## src/rtl/fadd_sample_capture.sv

```systemverilog
// fadd_sample_capture: aligns each fadd operand pair with the result LATENCY cycles later and
// buffers {op1, op2, result} in a first-word fall-through FIFO. Optional check: FADD_SAMPLE_ZERO_CHECK_EN.
module fadd_sample_capture #(
    parameter int LATENCY = 2,
    parameter int DEPTH   = 16,
    parameter int CW      = 16
) (
    input  logic                   clk,
    input  logic                   reset,
    input  logic                   issue_valid,
    input  logic [31:0]            op1,
    input  logic [31:0]            op2,
    input  logic [31:0]            result,
    input  logic                   out_ready,
    output logic                   out_valid,
    output logic [31:0]            out_op1,
    output logic [31:0]            out_op2,
    output logic [31:0]            out_result,
    output logic [$clog2(DEPTH):0] level,
    output logic                   overflow,
    output logic [CW-1:0]          drop_count,
    output logic [CW-1:0]          err_count
);

    localparam int AW = $clog2(DEPTH);
    localparam int LW = AW + 1;
    localparam logic [LW-1:0] FULL_LVL = LW'(DEPTH);

    function automatic logic [CW-1:0] sat_inc(input logic [CW-1:0] v);
        return (v == '1) ? v : v + CW'(1);
    endfunction

    logic          r_vld_p [LATENCY];
    logic [31:0]   r_op1_p [LATENCY];
    logic [31:0]   r_op2_p [LATENCY];

    logic [31:0]   r_mem_op1 [DEPTH];
    logic [31:0]   r_mem_op2 [DEPTH];
    logic [31:0]   r_mem_res [DEPTH];
    logic [AW-1:0] r_wr_ptr;
    logic [AW-1:0] r_rd_ptr;
    logic [LW-1:0] r_level;
    logic          r_overflow;
    logic [CW-1:0] r_drop_count;

    logic          w_cap;
    logic          w_full;
    logic          w_pop;
    logic          w_push;
    logic          w_drop;
    logic [31:0]   w_cap_op1;
    logic [31:0]   w_cap_op2;

    // Delay line stage boundary: valids reset, operand fields only load behind a valid
    always_ff @(posedge clk or negedge reset) begin
        if (!reset) begin
            for (int i = 0; i < LATENCY; i++)
                r_vld_p[i] <= 1'b0;
        end else begin
            r_vld_p[0] <= issue_valid;
            for (int i = 1; i < LATENCY; i++)
                r_vld_p[i] <= r_vld_p[i-1];
        end
    end

    always_ff @(posedge clk) begin
        if (issue_valid) begin
            r_op1_p[0] <= op1;
            r_op2_p[0] <= op2;
        end
        for (int i = 1; i < LATENCY; i++) begin
            if (r_vld_p[i-1]) begin
                r_op1_p[i] <= r_op1_p[i-1];
                r_op2_p[i] <= r_op2_p[i-1];
            end
        end
    end

    assign w_cap     = r_vld_p[LATENCY-1];
    assign w_cap_op1 = r_op1_p[LATENCY-1];
    assign w_cap_op2 = r_op2_p[LATENCY-1];

    // A full FIFO still accepts a capture when the head leaves in the same cycle
    assign out_valid = (r_level != '0);
    assign w_full    = (r_level == FULL_LVL);
    assign w_pop     = out_valid && out_ready;
    assign w_push    = w_cap && (!w_full || w_pop);
    assign w_drop    = w_cap && w_full && !w_pop;

    // FIFO storage boundary
    always_ff @(posedge clk) begin
        if (w_push) begin
            r_mem_op1[r_wr_ptr] <= w_cap_op1;
            r_mem_op2[r_wr_ptr] <= w_cap_op2;
            r_mem_res[r_wr_ptr] <= result;
        end
    end

    always_ff @(posedge clk or negedge reset) begin
        if (!reset) begin
            r_wr_ptr     <= '0;
            r_rd_ptr     <= '0;
            r_level      <= '0;
            r_overflow   <= 1'b0;
            r_drop_count <= '0;
        end else begin
            if (w_push)
                r_wr_ptr <= r_wr_ptr + AW'(1);
            if (w_pop)
                r_rd_ptr <= r_rd_ptr + AW'(1);
            if (w_push && !w_pop)
                r_level <= r_level + LW'(1);
            else if (w_pop && !w_push)
                r_level <= r_level - LW'(1);
            if (w_drop) begin
                r_overflow   <= 1'b1;
                r_drop_count <= sat_inc(r_drop_count);
            end
        end
    end

    assign out_op1    = out_valid ? r_mem_op1[r_rd_ptr] : 32'd0;
    assign out_op2    = out_valid ? r_mem_op2[r_rd_ptr] : 32'd0;
    assign out_result = out_valid ? r_mem_res[r_rd_ptr] : 32'd0;
    assign level      = r_level;
    assign overflow   = r_overflow;
    assign drop_count = r_drop_count;

`ifdef FADD_SAMPLE_ZERO_CHECK_EN
    function automatic logic is_zero(input logic [31:0] v);
        return (v[30:0] == 31'd0);
    endfunction

    function automatic logic is_finite_normal(input logic [31:0] v);
        return (v[30:23] != 8'h00) && (v[30:23] != 8'hFF);
    endfunction

    // x + (+/-0) must return x exactly; (+/-0) + (+/-0) is -0 only when both are -0
    function automatic logic zero_mismatch(input logic [31:0] a, input logic [31:0] b,
                                           input logic [31:0] r);
        logic w_az;
        logic w_bz;
        w_az = is_zero(a);
        w_bz = is_zero(b);
        if (w_az && w_bz)
            return r != {a[31] & b[31], 31'd0};
        else if (w_az && is_finite_normal(b))
            return r != b;
        else if (w_bz && is_finite_normal(a))
            return r != a;
        return 1'b0;
    endfunction

    logic [CW-1:0] r_err_count;
    logic          w_zc_err;

    assign w_zc_err = w_cap && zero_mismatch(w_cap_op1, w_cap_op2, result);

    always_ff @(posedge clk or negedge reset) begin
        if (!reset)
            r_err_count <= '0;
        else if (w_zc_err)
            r_err_count <= sat_inc(r_err_count);
    end

    assign err_count = r_err_count;
`else
    assign err_count = '0;
`endif

endmodule

```

## config.mk

```make
export PLATFORM = sky130hd
export DESIGN_NAME = fadd_sample_capture
export DESIGN_NICKNAME = d
export VERILOG_FILES = /design/src/rtl/fadd_sample_capture.sv
export SDC_FILE = /design/constraint.sdc
export NUM_CORES = 2
export LEC_CHECK = 0
export ABC_CLOCK_PERIOD_IN_PS = 14900
export CAP_MARGIN = 25
export CORE_MARGIN = 3
export CORE_UTILIZATION = 55
export CTS_CLUSTER_SIZE = 28
export DETAILED_ROUTE_END_ITERATION = 10
export GPL_TIMING_DRIVEN = 1
export PLACE_DENSITY = 0.73
export SKIP_CTS_REPAIR_TIMING = 1
export SKIP_LAST_GASP = 1
export SYNTH_ARGS = -nofsm -noshare
export SYNTH_HDL_FRONTEND = slang
export SYNTH_SLANG_ARGS = --single-unit
```

## constraint.sdc

```tcl
create_clock -name clk -period 14.9 [get_ports clk]
set_clock_uncertainty 0.2 [all_clocks]
set_input_delay 3.725 -clock clk [delete_from_list [all_inputs] [get_ports clk]]
set_output_delay 3.725 -clock clk [all_outputs]
set_load 0.02 [all_outputs]
```

==> results.ini <==
[status]
status=completed

[sta]
worst_pin_slew_ns=1.143
min_period_ns=8.900
hold_viol_final=0
rsz0062_at_grt=no
relSlewSlack=0.2381
clock.fmax_mhz=112.4
finalSetupTns_ns=0
setup_viol_count_final=0
final_max_slew_viol_count=0
finalWorstSetupSlack_ns=6.000
fin_crit_sh=0.5973

[worst_setup_path]
crit_path_end_kind=output pin
cp_max_fo=71
cp-start-kind=flip-flop
worstPathRequired_ns=10.97
critPathKind=reg -> out
cp.arrival_ns=4.98

[die]
chipHeight_um=347.5
core_um2=115000
io_pins=235
die-area_um2=120800
fp.dieW_um=347.5
start_util=0.5579
rows=124

[logic_synthesis]
ys_seq_area_frac=0.7915
synth-async-reset-ratio=0.01887
yosysTopAreaCell=edfxtp_1
ys.flop_type=edfxtp_1
synth.area.top_cells=edfxtp_1 (78%), mux4_2 (13%), mux2_2 (3.4%)
syn_area_per_cell_um2=24.22
ys_types=38
synth_top_area_share=0.7790
ys_seq_elements=1696
synth_warnings=0
synth-edff-count=1664
syn_area_um2=64140
netlist_instances=2648

[global_routing]
grt_pass1_vias=30320
grt_pass1_wl_mm=203.6
gr-total-overflow=0
grt_max_degree=97
grt.total_usage=0.2319
grt_antenna_before_repair=6

[hold_path]
hold_path_class=reg -> reg

[routing]
drtIter0Drc=2887
drt-vias-per-instance=6.240
vias=28700
wl_mm=138.2
drc=0
wl_per_cell_um=30.06
drtAntennaViolNets=0
drtPass1Iterations=5

[clock_tree]
clk_path_buf_depth=3
cts_tree=built
h-tree-depth=4
worstSkewPairLatency_ns=0.77
root_buffer=clkbuf_16
clock-sinks=1696
cts_buffers=166
clkTransAtPathRegs_ns=0.06

[power_and_ir_drop]
leakagePower_nw=23.43
irDropWorstVdd_v=0.0001624
pwr_density_cell_nw_per_um2=199.0

[place]
dp_hpwl_mm=66.68
gp_congestion=0.7324
place_ws_ns=6.544
io_buffers=218

[finish]
fin_util=0.6404
area_delta_synth_final_pct=14.78
fin_nets=3066
post_route_cells_drive_above_1_share=0.2915

[job]
max_cap_viol_count=0

==> logic make-up after synthesis <==
kind of cell | after synthesis | share of synthesized area
and+or+nand+nor | 71 | 0.006340
muxes | 580 | 0.1692
buffers and inverters | 159 | 0.01321
other | 1 | 0.00005847
AOI/OAI and AO/OA | 105 | 0.01397
DFF | 1696 | 0.7915
xor gates and xnor gates | 25 | 0.003414
adders and majority gates | 11 | 0.002263
==> critical path: stages, from the launching register on <==
cell             delay [ns]
dfrtp_4                0.81
buf_4                  0.81
buf_4                  0.92
mux4_2                 0.42
mux2_2                 0.32
a22o_1                 0.20
clkdlybuf4s50_1        0.62
==> metrics by stage <==
stage,std cells,total power [W],area [um2],hold WS (ns)
after floorplan,2663,0.009094,64200,0.2003
after global placement,4291,0.01052,67980,0.2017
after detailed placement,4294,0.01062,68060,0.2045
after CTS,4588,0.01476,73480,0.2145
after global routing,4593,0.01525,73610,0.2221
final,4599,0.01465,73620,0.2089
==> sequential cells by signal, summed over array words and instances, names as in the netlist <==
signal / cells
r_mem_op1: 512
r_mem_res: 512
level: 5
r_wr_ptr: 4
overflow: 1
drop_count: 16
r_op2_p: 64
r_mem_op2: 512
r_rd_ptr: 4
r_op1_p: 64
r_vld_p: 1
w_cap: 1
==> Yosys cell counts (9+ instances only) <==
master / count
ha_1: 10
clkbuf_1: 65
nor4_1: 11
nand3_1: 10
mux2_2: 195
and2_1: 9
buf_6: 19
dfrtp_1: 32
edfxtp_1: 1664
a22o_1: 96
mux4_2: 384
buf_1: 21
buf_2: 26
buf_4: 20
xor2_1: 17
nand2_1: 9
==> layout make-up <==
type                    instances  area, um2
clock buffers                 204       4446
flip-flops and latches       1696      50780
repair buffers                275       2823
clock inverters                90      967.2
fillers                      7359      41340
multi-input cells             808      12670
inverters                       8      30.03
well taps                    1512       1892
diodes                          6      15.01
==> layout by cell type, fill, tap and decap left out, types with 7 or more instances in the layout <==
cell type / synthesis / final
bufinv_16: 0 / 17
buf_16: 0 / 7
buf_4: 20 / 45
nand3_1: 10 / 10
clkinv_1: 0 / 26
clkinv_2: 0 / 22
and2_4: 0 / 9
xnor2_1: 8 / 8
mux4_2: 384 / 384
nor4_1: 11 / 7
dfrtp_1: 32 / 28
nand2_1: 9 / 9
conb_1: 1 / 16
xor2_1: 17 / 17
a22o_1: 96 / 96
ha_1: 10 / 10
clkbuf_16: 0 / 173
clkinvlp_4: 0 / 9
edfxtp_1: 1664 / 1664
clkdlybuf4s50_1: 0 / 217
clkbuf_1: 65 / 31
mux2_2: 195 / 195
inv_1: 7 / 7
==> path summary, 6_finish.rpt <==
kind                          startpoint                to  slack, ns  cells past startpoint
setup / recovery             r_rd_ptr[2]        out_op1[1]       6.00                      6
min in group asynchronous          reset        r_vld_p[1]       3.20                      2
hold / removal             r_op1_p[0][2]    r_op1_p[0][34]       0.21                      0
max in group asynchronous          reset       r_rd_ptr[2]      10.94                      2
setup reg to reg                level[0]  r_mem_res[15][2]      10.45                      7
hold reg to reg            r_op1_p[0][2]    r_op1_p[0][34]       0.21                      0
==> metal layers <==
metal	global-route usage	vias to the layer above	share of wire	wire length, um
li1	-	11910	-	-
met1	0.3150	15480	0.40	54800
met2	0.3872	1086	0.51	70210
met3	0.04795	216	0.071	9839
met4	0.06632	8	0.024	3317
met5	0	-	0.00042	58
==> report_power, final <==
part	internal, W	switching (W)	total (W)
registers	0.00577	0.000260	0.00603
clock network	0.00242	0.00171	0.00413
logic	0.00220	0.00229	0.00449
total	0.0104	0.00426	0.0146
No activity file was read; power rests on OpenSTA's default activity.
